`config.mk`:
```
export PLATFORM = sky130hd
export DESIGN_NAME = result_display_driver
export DESIGN_NICKNAME = d
export VERILOG_FILES = /design/src/rtl/calc_display_pkg.sv /design/src/rtl/bin16_to_bcd_seq.sv /design/src/rtl/result_display_driver.sv
export SDC_FILE = /design/constraint.sdc
export NUM_CORES = 1
export LEC_CHECK = 0
export ABC_AREA = 0
export BUFFER_PORTS_ARGS = -buffer_cell sky130_fd_sc_hd__buf_2
export CAP_MARGIN = 10
export CELL_PAD_IN_SITES_DETAIL_PLACEMENT = 1
export CELL_PAD_IN_SITES_GLOBAL_PLACEMENT = 2
export CORE_ASPECT_RATIO = 1.2
export CORE_MARGIN = 3
export CORE_UTILIZATION = 37
export DETAILED_ROUTE_END_ITERATION = 12
export GPL_TIMING_DRIVEN = 0
export PLACE_DENSITY_LB_ADDON = 0.1
export SLEW_MARGIN = 20
export SYNTH_ARGS = -nofsm -noshare
export SYNTH_HDL_FRONTEND = slang
export SYNTH_HIERARCHICAL = 1
export SYNTH_SLANG_ARGS = --single-unit
```
`constraint.sdc`:
```
create_clock -name clk -period 2.6 [get_ports clk]
set_clock_uncertainty 0.15 [all_clocks]
set_input_delay 0.13 -clock clk [delete_from_list [all_inputs] [get_ports clk]]
set_output_delay 0.13 -clock clk [all_outputs]
set_load 0.005 [all_outputs]
```
`src/rtl/calc_display_pkg.sv`:
```
// Shared types and segment encodings for the calculator result display.
// Segment constants are active-high {g,f,e,d,c,b,a}.
package calc_display_pkg;

   typedef enum logic [1:0] {
      ST_IDLE,
      ST_CONVERT,
      ST_LOAD
   } state_t;

   localparam int NUM_DIGITS = 6;
   localparam int BCD_W      = 20;

   localparam logic [6:0] SEG_DIGIT [0:9] = '{
      7'h3F, 7'h06, 7'h5B, 7'h4F, 7'h66,
      7'h6D, 7'h7D, 7'h07, 7'h7F, 7'h6F
   };
   localparam logic [6:0] SEG_BLANK = 7'h00;
   localparam logic [6:0] SEG_MINUS = 7'h40;
   localparam logic [6:0] SEG_E     = 7'h79;
   localparam logic [6:0] SEG_R     = 7'h50;

   function automatic logic [6:0] seg_digit(input logic [3:0] nib);
      return (nib <= 4'd9) ? SEG_DIGIT[nib] : SEG_BLANK;
   endfunction

endpackage

```
`src/rtl/bin16_to_bcd_seq.sv`:
```
// Sequential double-dabble: 16-bit binary to five BCD digits in 16 cycles.
// done_o is high during the final iteration cycle; bcd_o is final after that edge.
module bin16_to_bcd_seq
   import calc_display_pkg::*;
(
   input  logic               clk,
   input  logic               reset,
   input  logic               start_i,
   input  logic [15:0]        abs_i,
   output logic               done_o,
   output logic [BCD_W-1:0]   bcd_o
);

   logic [15:0]      bin_q, bin_d;
   logic [BCD_W-1:0] bcd_q, bcd_d, bcd_adj;
   logic [3:0]       cnt_q;
   logic             active_q;

   always_comb begin
      bcd_adj = bcd_q;
      for (int i = 0; i < BCD_W / 4; i++) begin
         if (bcd_q[4*i +: 4] >= 4'd5) bcd_adj[4*i +: 4] = bcd_q[4*i +: 4] + 4'd3;
      end
      {bcd_d, bin_d} = {bcd_adj, bin_q} << 1;
   end

   always_ff @(posedge clk or negedge reset) begin
      if (!reset) begin
         bin_q    <= '0;
         bcd_q    <= '0;
         cnt_q    <= '0;
         active_q <= 1'b0;
      end else if (start_i) begin
         bin_q    <= abs_i;
         bcd_q    <= '0;
         cnt_q    <= 4'd15;
         active_q <= 1'b1;
      end else if (active_q) begin
         bin_q <= bin_d;
         bcd_q <= bcd_d;
         cnt_q <= cnt_q - 4'd1;
         if (cnt_q == 4'd0) active_q <= 1'b0;
      end
   end

   assign done_o = active_q && (cnt_q == 4'd0);
   assign bcd_o  = bcd_q;

endmodule

```
`src/rtl/result_display_driver.sv`:
```
// Converts the selected result to a sign + 5-digit (or "Err") image and scans it
// onto a shared active-low 7-segment bus.
//   state      | meaning
//   ST_IDLE    | display held; watch for a new or changed result
//   ST_CONVERT | double-dabble running (16 cycles)
//   ST_LOAD    | commit image, set ready
module result_display_driver
   import calc_display_pkg::*;
#(
   parameter int REFRESH_DIV = 50000
) (
   input  logic        clk,
   input  logic        reset,
   input  logic        enable,
   input  logic [15:0] abs_in,
   input  logic        neg,
   input  logic        err,
   output logic [6:0]  seg,
   output logic [5:0]  an,
   output logic        busy,
   output logic        ready
);

   localparam int SCAN_W = $clog2(REFRESH_DIV);

   state_t             state_q;
   logic [17:0]        snap_q;
   logic [6:0]         image_q [NUM_DIGITS];
   logic [6:0]         img_d   [NUM_DIGITS];
   logic               ready_q, busy_q;
   logic [SCAN_W-1:0]  scan_q;
   logic [2:0]         idx_q;
   logic [6:0]         seg_q;
   logic [5:0]         an_q;
   logic               start_d, conv_start, conv_done, nz_seen;
   logic [BCD_W-1:0]   bcd;

   assign start_d    = (state_q == ST_IDLE) && (enable || err) &&
                       (!ready_q || ({err, neg, abs_in} != snap_q));
   assign conv_start = start_d && !err;

   bin16_to_bcd_seq u_conv (
      .clk     (clk),
      .reset   (reset),
      .start_i (conv_start),
      .abs_i   (abs_in),
      .done_o  (conv_done),
      .bcd_o   (bcd)
   );

   // Image built from the snapshot taken at start, so late input changes cannot leak in.
   always_comb begin
      nz_seen = 1'b0;
      for (int i = 0; i < NUM_DIGITS; i++) img_d[i] = SEG_BLANK;
      if (snap_q[17]) begin
         img_d[2] = SEG_E;
         img_d[1] = SEG_R;
         img_d[0] = SEG_R;
      end else begin
         for (int i = 4; i >= 1; i--) begin
            nz_seen  = nz_seen | (bcd[4*i +: 4] != 4'd0);
            img_d[i] = nz_seen ? seg_digit(bcd[4*i +: 4]) : SEG_BLANK;
         end
         img_d[0] = seg_digit(bcd[3:0]);
         img_d[5] = (snap_q[16] && (snap_q[15:0] != 16'd0)) ? SEG_MINUS : SEG_BLANK;
      end
   end

   always_ff @(posedge clk or negedge reset) begin
      if (!reset) begin
         state_q <= ST_IDLE;
         snap_q  <= '0;
         image_q <= '{default: SEG_BLANK};
         ready_q <= 1'b0;
         busy_q  <= 1'b0;
      end else begin
         case (state_q)
            ST_IDLE: begin
               if (start_d) begin
                  snap_q  <= {err, neg, abs_in};
                  busy_q  <= 1'b1;
                  state_q <= err ? ST_LOAD : ST_CONVERT;
               end
            end
            ST_CONVERT: begin
               if (conv_done) state_q <= ST_LOAD;
            end
            ST_LOAD: begin
               image_q <= img_d;
               ready_q <= 1'b1;
               busy_q  <= 1'b0;
               state_q <= ST_IDLE;
            end
            default: state_q <= ST_IDLE;
         endcase
      end
   end

   // Outputs reload only at the start of each digit slot, so a commit never shows mid-digit.
   always_ff @(posedge clk or negedge reset) begin
      if (!reset) begin
         scan_q <= '0;
         idx_q  <= '0;
         seg_q  <= 7'h7F;
         an_q   <= 6'h3F;
      end else begin
         if (scan_q == SCAN_W'(REFRESH_DIV - 1)) begin
            scan_q <= '0;
            idx_q  <= (idx_q == 3'(NUM_DIGITS - 1)) ? 3'd0 : idx_q + 3'd1;
         end else begin
            scan_q <= scan_q + SCAN_W'(1);
         end
         if (scan_q == '0) begin
            an_q  <= ~(6'd1 << idx_q);
            seg_q <= ready_q ? ~image_q[idx_q] : ~SEG_BLANK;
         end
      end
   end

   assign seg   = seg_q;
   assign an    = an_q;
   assign busy  = busy_q;
   assign ready = ready_q;

endmodule

```
==> results of run 1 <==
==> state kept, by name, summed over array words and instances (netlist names) <==
signal           flops
an                   6
busy                 1
idx_q                3
image_q             36
ready                1
scan_q              16
seg                  7
snap_q              18
state_q              2
u_conv/active_q      1
u_conv/bcd_o        20
u_conv/bin_q        16
u_conv/cnt_q         4
==> cells by family after synthesis <==
kind of cell,count (synthesis),share of synthesized area
flops,131,0.446
fa+ha+maj,45,0.0763
mux,43,0.0731
xor+xnor,37,0.0439
simple gates,226,0.160
buf+inv,80,0.0514
compound gates,173,0.149
==> area by class of cell <==
type                       count  area (sq um)  area share
multi-input combinational    524          3740       0.427
sequential                   131          3300       0.377
timing repair buffer          60           440      0.0504
clock buffer                  17           425      0.0486
tap                          256           320      0.0366
buffer                        38           229      0.0262
inverter                      41           154      0.0176
clock inverter                15           145      0.0166
==> metrics by stage <==
step	cells	hold slack, ns	util
floorplan	735	-0.316	-
CTS	1079	0.0183	0.454
global placement	1026	0.238	0.410
global route	1082	0.0441	0.456
detailed placement	1027	-0.120	0.412
finish	1082	0.0260	0.456
==> what timing repair did <==
| action | in CTS | in global routing |
|---|---|---|
| endpoints found under the setup margin | 41 | 37 |
| pin swaps | 3 | 1 |
| buffers inserted | 2 | 3 |
| gates resized for setup | 9 | 3 |
| endpoints found under the hold margin | 153 | 0 |
| hold buffers | 19 | 0 |
==> final timing paths <==
kind	slack (ns)	end	startpoint	cells past startpoint
min reg2reg	0.32	image_q[22]	image_q[22]	2
min	0.03	scan_q[13]	reset	2
min in group clk	0.19	snap_q[11]	enable	5
max in group asynchronous	1.46	an[5]	reset	3
max reg2reg	0.18	u_conv/bcd_o[5]	snap_q[16]	8
max	0.18	u_conv/bcd_o[5]	snap_q[16]	8
==> cell usage in the layout (no fill, tap or decap), drive strengths merged, types with 8 or more instances in the layout <==
cell type and count:
nand3 14, dfstp 13, buf 60, nor4 8
xor2 10, ha 45, dlygate4sd3 19, dfrtp 118
xnor2 27, nand2 76, nor3 11, o22a 8
nand2b 11, nor2b 9, nor2 46, o21ai 66
mux2i 19, a31oi 8, clkbuf 36, mux2 17
nand4 12, a21oi 46, inv 48, and3 10
==> layer usage <==
layer	global-route usage	share of wire	wire (um)
met1	0.226	0.42	8290
met2	0.346	0.54	10700
met3	0.0357	0.023	454
met4	0.0736	0.025	488
met5	0	0	0
==> report_power, final <==
group / internal [mW] / switching, mW
registers: 2.71 / 0.738
clock network: 1.34 / 1.02
logic: 1.61 / 1.95
==> critical path: stages (launching register included) <==
cell and delay (ns):
sky130_fd_sc_hd__dfrtp_1 0.41, sky130_fd_sc_hd__xnor2_1 0.20, sky130_fd_sc_hd__nand4_1 0.17, sky130_fd_sc_hd__nor3_4 0.27, sky130_fd_sc_hd__a21boi_4 0.09, sky130_fd_sc_hd__and2_1 0.17
sky130_fd_sc_hd__buf_2 0.18, sky130_fd_sc_hd__or4b_1 0.54, sky130_fd_sc_hd__o311ai_1 0.11
==> impl_metrics.ini, run 1 <==
[clock_tree]
clock_tree.htree_level_count = 4
cts_inserted_buffers = 17
clk_latency_ns = 0.43
tritoncts = built
cts.root.buffer_cell = sky130_fd_sc_hd__clkbuf_16
numClockSinks = 131
path_clk_slew_ns = 0.07
clock_tree.buffer_depth = 2

[sta]
crit_path_setup_slack_layout_ns = 0.178
final.period_utilization = 0.931
fin_tns_setup_ns = 0
max_freq_mhz = 413
hold_viol_final = 0
worstMarginPinSlew_ns = 0.595
final-max-slew-violation-count = 0
setup_repair_after_global_routing_missed_its_margin = false
maxSlewHeadroom = 0.604
finalSetupViolations = 0
min_period_ns = 2.42

[synth]
ys_warns = 6
synth_sequential_area_ratio = 0.446
synthTopCellsByArea = sky130_fd_sc_hd__dfrtp_1 40%, sky130_fd_sc_hd__ha_1 7.6%, sky130_fd_sc_hd__dfstp_2 4.6%
synth_cells = 735
cell_area_after_synthesis_sq_um = 7380
postSynth.asyncResetShare = 1.00
syn_avg_cell_area_sq_um = 10.0
synth.largest_area_cell = sky130_fd_sc_hd__dfrtp_1
ys_dominant_reg_cell = sky130_fd_sc_hd__dfrtp_1
mapped_nets = 801
post-synth-top-count-cell = sky130_fd_sc_hd__dfrtp_1
synth_common_cells = 118 x sky130_fd_sc_hd__dfrtp_1, 75 x sky130_fd_sc_hd__nand2_1, 62 x sky130_fd_sc_hd__o21ai_0
yosys_register_bits = 131
synth_enable_flop_cells = 0
yosysTopAreaCellShare = 0.400
synth.distinct_cells = 68

[drt]
drtIter0Drc = 208
detail_route.first_pass.iterations = 5
antenna_left = 0
routed_wirelength_mm = 19.9
drt_drc_violations_left = 0
vias = 5666
drt-wirelength-per-cell_um = 18.4
via_density_per_instance = 5.24

[placed_design]
buffer_ports.inserted = 35
postPlaceCellArea_sq_um = 7910
gpl.final_weighted_congestion = 0.797
pre_cts_setup_slack_ns = -0.674
hpwlAfterDp_mm = 14.8

[setup_path]
startpoint_type = flop
worst-setup-path-type = flop to flop
crit_path_max_fanout = 10
timing.critical_path.arrival_ns = 2.58
worstSetupEndpointType = flop
crit_required_ns = 2.76

[floorplanning]
die-area_sq_um = 21700
die_height_um = 161
fp.coreArea_sq_um = 19200
ios = 36
initial_utilization = 0.384
placement_rows = 55
fp.dieW_um = 135

[power_and_ir_drop]
maximum_vdd_ir_drop_mv = 0.522
leakagePower_nw = 3.87
cellPowerDensity_nw_per_um2 = 1070
power.total_mw = 9.37

[run_status]
result_of_the_run = finished, final reports clean

[finish]
layout.filler_cells = 2152
final_layout_size_suffix_gt1_frac = 0.195
area.growth.synth_to_final_pct = 18.5
diodes = 0
design_area_sq_um = 8750
nNetsFinal = 879

[global_routing]
antenna_found_initial = 0
grt_start_max_net_pins = 96
overflow = 0
grt_pass1_wl_mm = 32.9
grt_pass1_vias = 6216
globalRouteTotalUtil = 0.193

[worst_hold_path]
hp-class = input port to async pin

[flow_run]
count_of_maximum_capacitance_violations = 0
Note: power is estimated with default switching activity, not from simulation.
==> run 2: changes to the inputs <==
GPL_ROUTABILITY_DRIVEN = 0   (was not set)
GPL_TIMING_DRIVEN = not set   (was 0)
==> impl_metrics.ini, run 2 (synthesis results as in run 1) <==
[run_status]
result_of_the_run = finished, final reports clean

[power_and_ir_drop]
seq_power_share = 0.370
switching_share = 0.390
maximum_vdd_ir_drop_mv = 0.554
share_clk_of_total_power = 0.252
cellPowerDensity_nw_per_um2 = 1080
p_switching_mw = 3.63
combinationalPowerShare = 0.378
leakagePower_nw = 3.82
cellInternalPower_mw = 5.68

[clock_tree]
cts.root.buffer_cell = sky130_fd_sc_hd__clkbuf_16
cts_inserted_buffers = 17
clock_tree.buffer_depth = 2
numClockSinks = 131
path_clk_slew_ns = 0.06
post_cts.repair.setup_buffers = 0
tritoncts = built
clock_tree.htree_level_count = 4
clk_latency_ns = 0.42

[placed_design]
hpwlAfterDp_mm = 14.0
buffer_ports.inserted = 35
pre_cts_setup_slack_ns = 0.186
postPlaceCellArea_sq_um = 7880

[sta]
hold_viol_final = 0
max_freq_mhz = 421
final.period_utilization = 0.914
fin_tns_setup_ns = 0
min_period_ns = 2.38
setup_repair_after_global_routing_missed_its_margin = false
finalSetupViolations = 0
crit_path_setup_slack_layout_ns = 0.224
worstMarginPinSlew_ns = 0.620
final-max-slew-violation-count = 0
maxSlewHeadroom = 0.582

[finish]
largest_register_ffs = 36
layout.filler_cells = 2130
final_layout_size_suffix_gt1_frac = 0.193
diodes = 0
design_area_sq_um = 8650
largest-register = image_q
layout.cells.most_common_list = 117 x sky130_fd_sc_hd__dfrtp_1, 75 x sky130_fd_sc_hd__nand2_1, 62 x sky130_fd_sc_hd__o21ai_0, 45 x sky130_fd_sc_hd__ha_1, 44 x sky130_fd_sc_hd__nor2_1
area.growth.synth_to_final_pct = 17.2
nNetsFinal = 860
final_common_cell = sky130_fd_sc_hd__dfrtp_1
final_core_util = 0.450

[global_routing]
grt_pass1_vias = 6104
grt_pass1_wl_mm = 32.1
antenna_found_initial = 0
overflow = 0
globalRouteTotalUtil = 0.186
grt_start_max_net_pins = 87

[setup_path]
worstReg2RegStart = snap_q[2]
startpoint_type = flop
timing.critical_path.arrival_ns = 2.52
worst-setup-path-type = flop to flop
reg2reg_depth = 8
worst-r2r-setup-slack_ns = 0.22
first_element_of_the_critical_path = snap_q[2]
worstSetupEndpointType = flop
crit_required_ns = 2.74
crit_path_max_fanout = 18
r2r-end = u_conv/bcd_o[17]

[floorplanning]
fp.dieW_um = 135
die_height_um = 161
placement_rows = 55
die-area_sq_um = 21700
ios = 36
initial_utilization = 0.384
fp.coreArea_sq_um = 19200

[drt]
drtIter0Drc = 178
antenna_left = 0
drt_drc_violations_left = 0
vias = 5602
routed_wirelength_mm = 19.2
drt-wirelength-per-cell_um = 18.0
detail_route.first_pass.iterations = 4
via_density_per_instance = 5.27

[flow_run]
count_of_maximum_capacitance_violations = 0

[worst_hold_path]
hp-class = input port to async pin
-- run 2: changes by cell type in the layout (fill, tap and decap cells not counted), moves of 3 or more --
cell | previous run | this run
sky130_fd_sc_hd__buf_4 | 12 | 22
sky130_fd_sc_hd__buf_2 | 41 | 34
sky130_fd_sc_hd__buf_6 | 4 | 1
sky130_fd_sc_hd__clkinv_4 | 3 | 0
sky130_fd_sc_hd__clkbuf_1 | 17 | 1
sky130_fd_sc_hd__clkinvlp_4 | 2 | 6
-- run 2: layer usage --
| metal | part of all wire | track usage | wire, um |
|---|---|---|---|
| met5 | 0 | 0 | 0 |
| met4 | 0.015 | 0.0491 | 295 |
| met3 | 0.017 | 0.0326 | 320 |
| met2 | 0.53 | 0.339 | 10100 |
| met1 | 0.44 | 0.224 | 8400 |
-- run 2: how the worst max path moves through the flow --
stage                       endpoint  slack (ns)
finish              u_conv/bcd_o[17]        0.22
global route        u_conv/bcd_o[17]        0.05
CTS                  u_conv/bcd_o[1]        0.17
detailed placement   u_conv/bcd_o[1]        0.19
global placement    u_conv/bcd_o[17]        0.23
floorplan            u_conv/bcd_o[0]        0.20
-- run 2: power by group through the flow --
stage / Clock [mW] / Combinational, mW / Sequential [mW]
after detailed placement: 0 / 3.52 / 3.48
after floorplan: 0 / 2.66 / 3.19
after CTS: 2.42 / 3.57 / 3.45
after global placement: 0 / 3.37 / 3.44
after global routing: 2.51 / 4.03 / 3.56
final: 2.35 / 3.51 / 3.44
-- run 2: worst max-delay path: stages (launching register included) --
cell	delay, ns
sky130_fd_sc_hd__dfrtp_1	0.41
sky130_fd_sc_hd__xnor2_1	0.25
sky130_fd_sc_hd__nand4_1	0.17
sky130_fd_sc_hd__nor2_1	0.18
sky130_fd_sc_hd__a21boi_2	0.08
sky130_fd_sc_hd__and2_1	0.19
sky130_fd_sc_hd__buf_4	0.20
sky130_fd_sc_hd__or4b_1	0.51
sky130_fd_sc_hd__o311ai_0	0.12
-- run 2: stage by stage --
step | cells | power (mW) | hold WS [ns]
6_report | 1063 | 9.30 | 0.0350
5_1_grt | 1063 | 10.1 | 0.0562
4_1_cts | 1063 | 9.43 | 0.0292
3_5_place_dp | 1012 | 7.00 | -0.0935
3_3_place_gp | 1012 | 6.81 | -0.0930
2_1_floorplan | 735 | 5.85 | -0.316
-- run 2: what timing repair did --
action,4_1_cts,5_1_grt
resized for setup,0,1
hold buffers,19,0
endpoints found under the setup margin,0,3
hold endpoints to repair,152,0
-- run 2: final cells by class --
cell class / instances / area [sq um] / area share
clock inverters: 13 / 126 / 0.0146
inverters: 41 / 154 / 0.0178
flip-flops and latches: 131 / 3300 / 0.381
multi-input cells: 524 / 3710 / 0.429
clock buffers: 19 / 443 / 0.0512
repair buffers: 79 / 597 / 0.0690
well taps: 256 / 320 / 0.0370
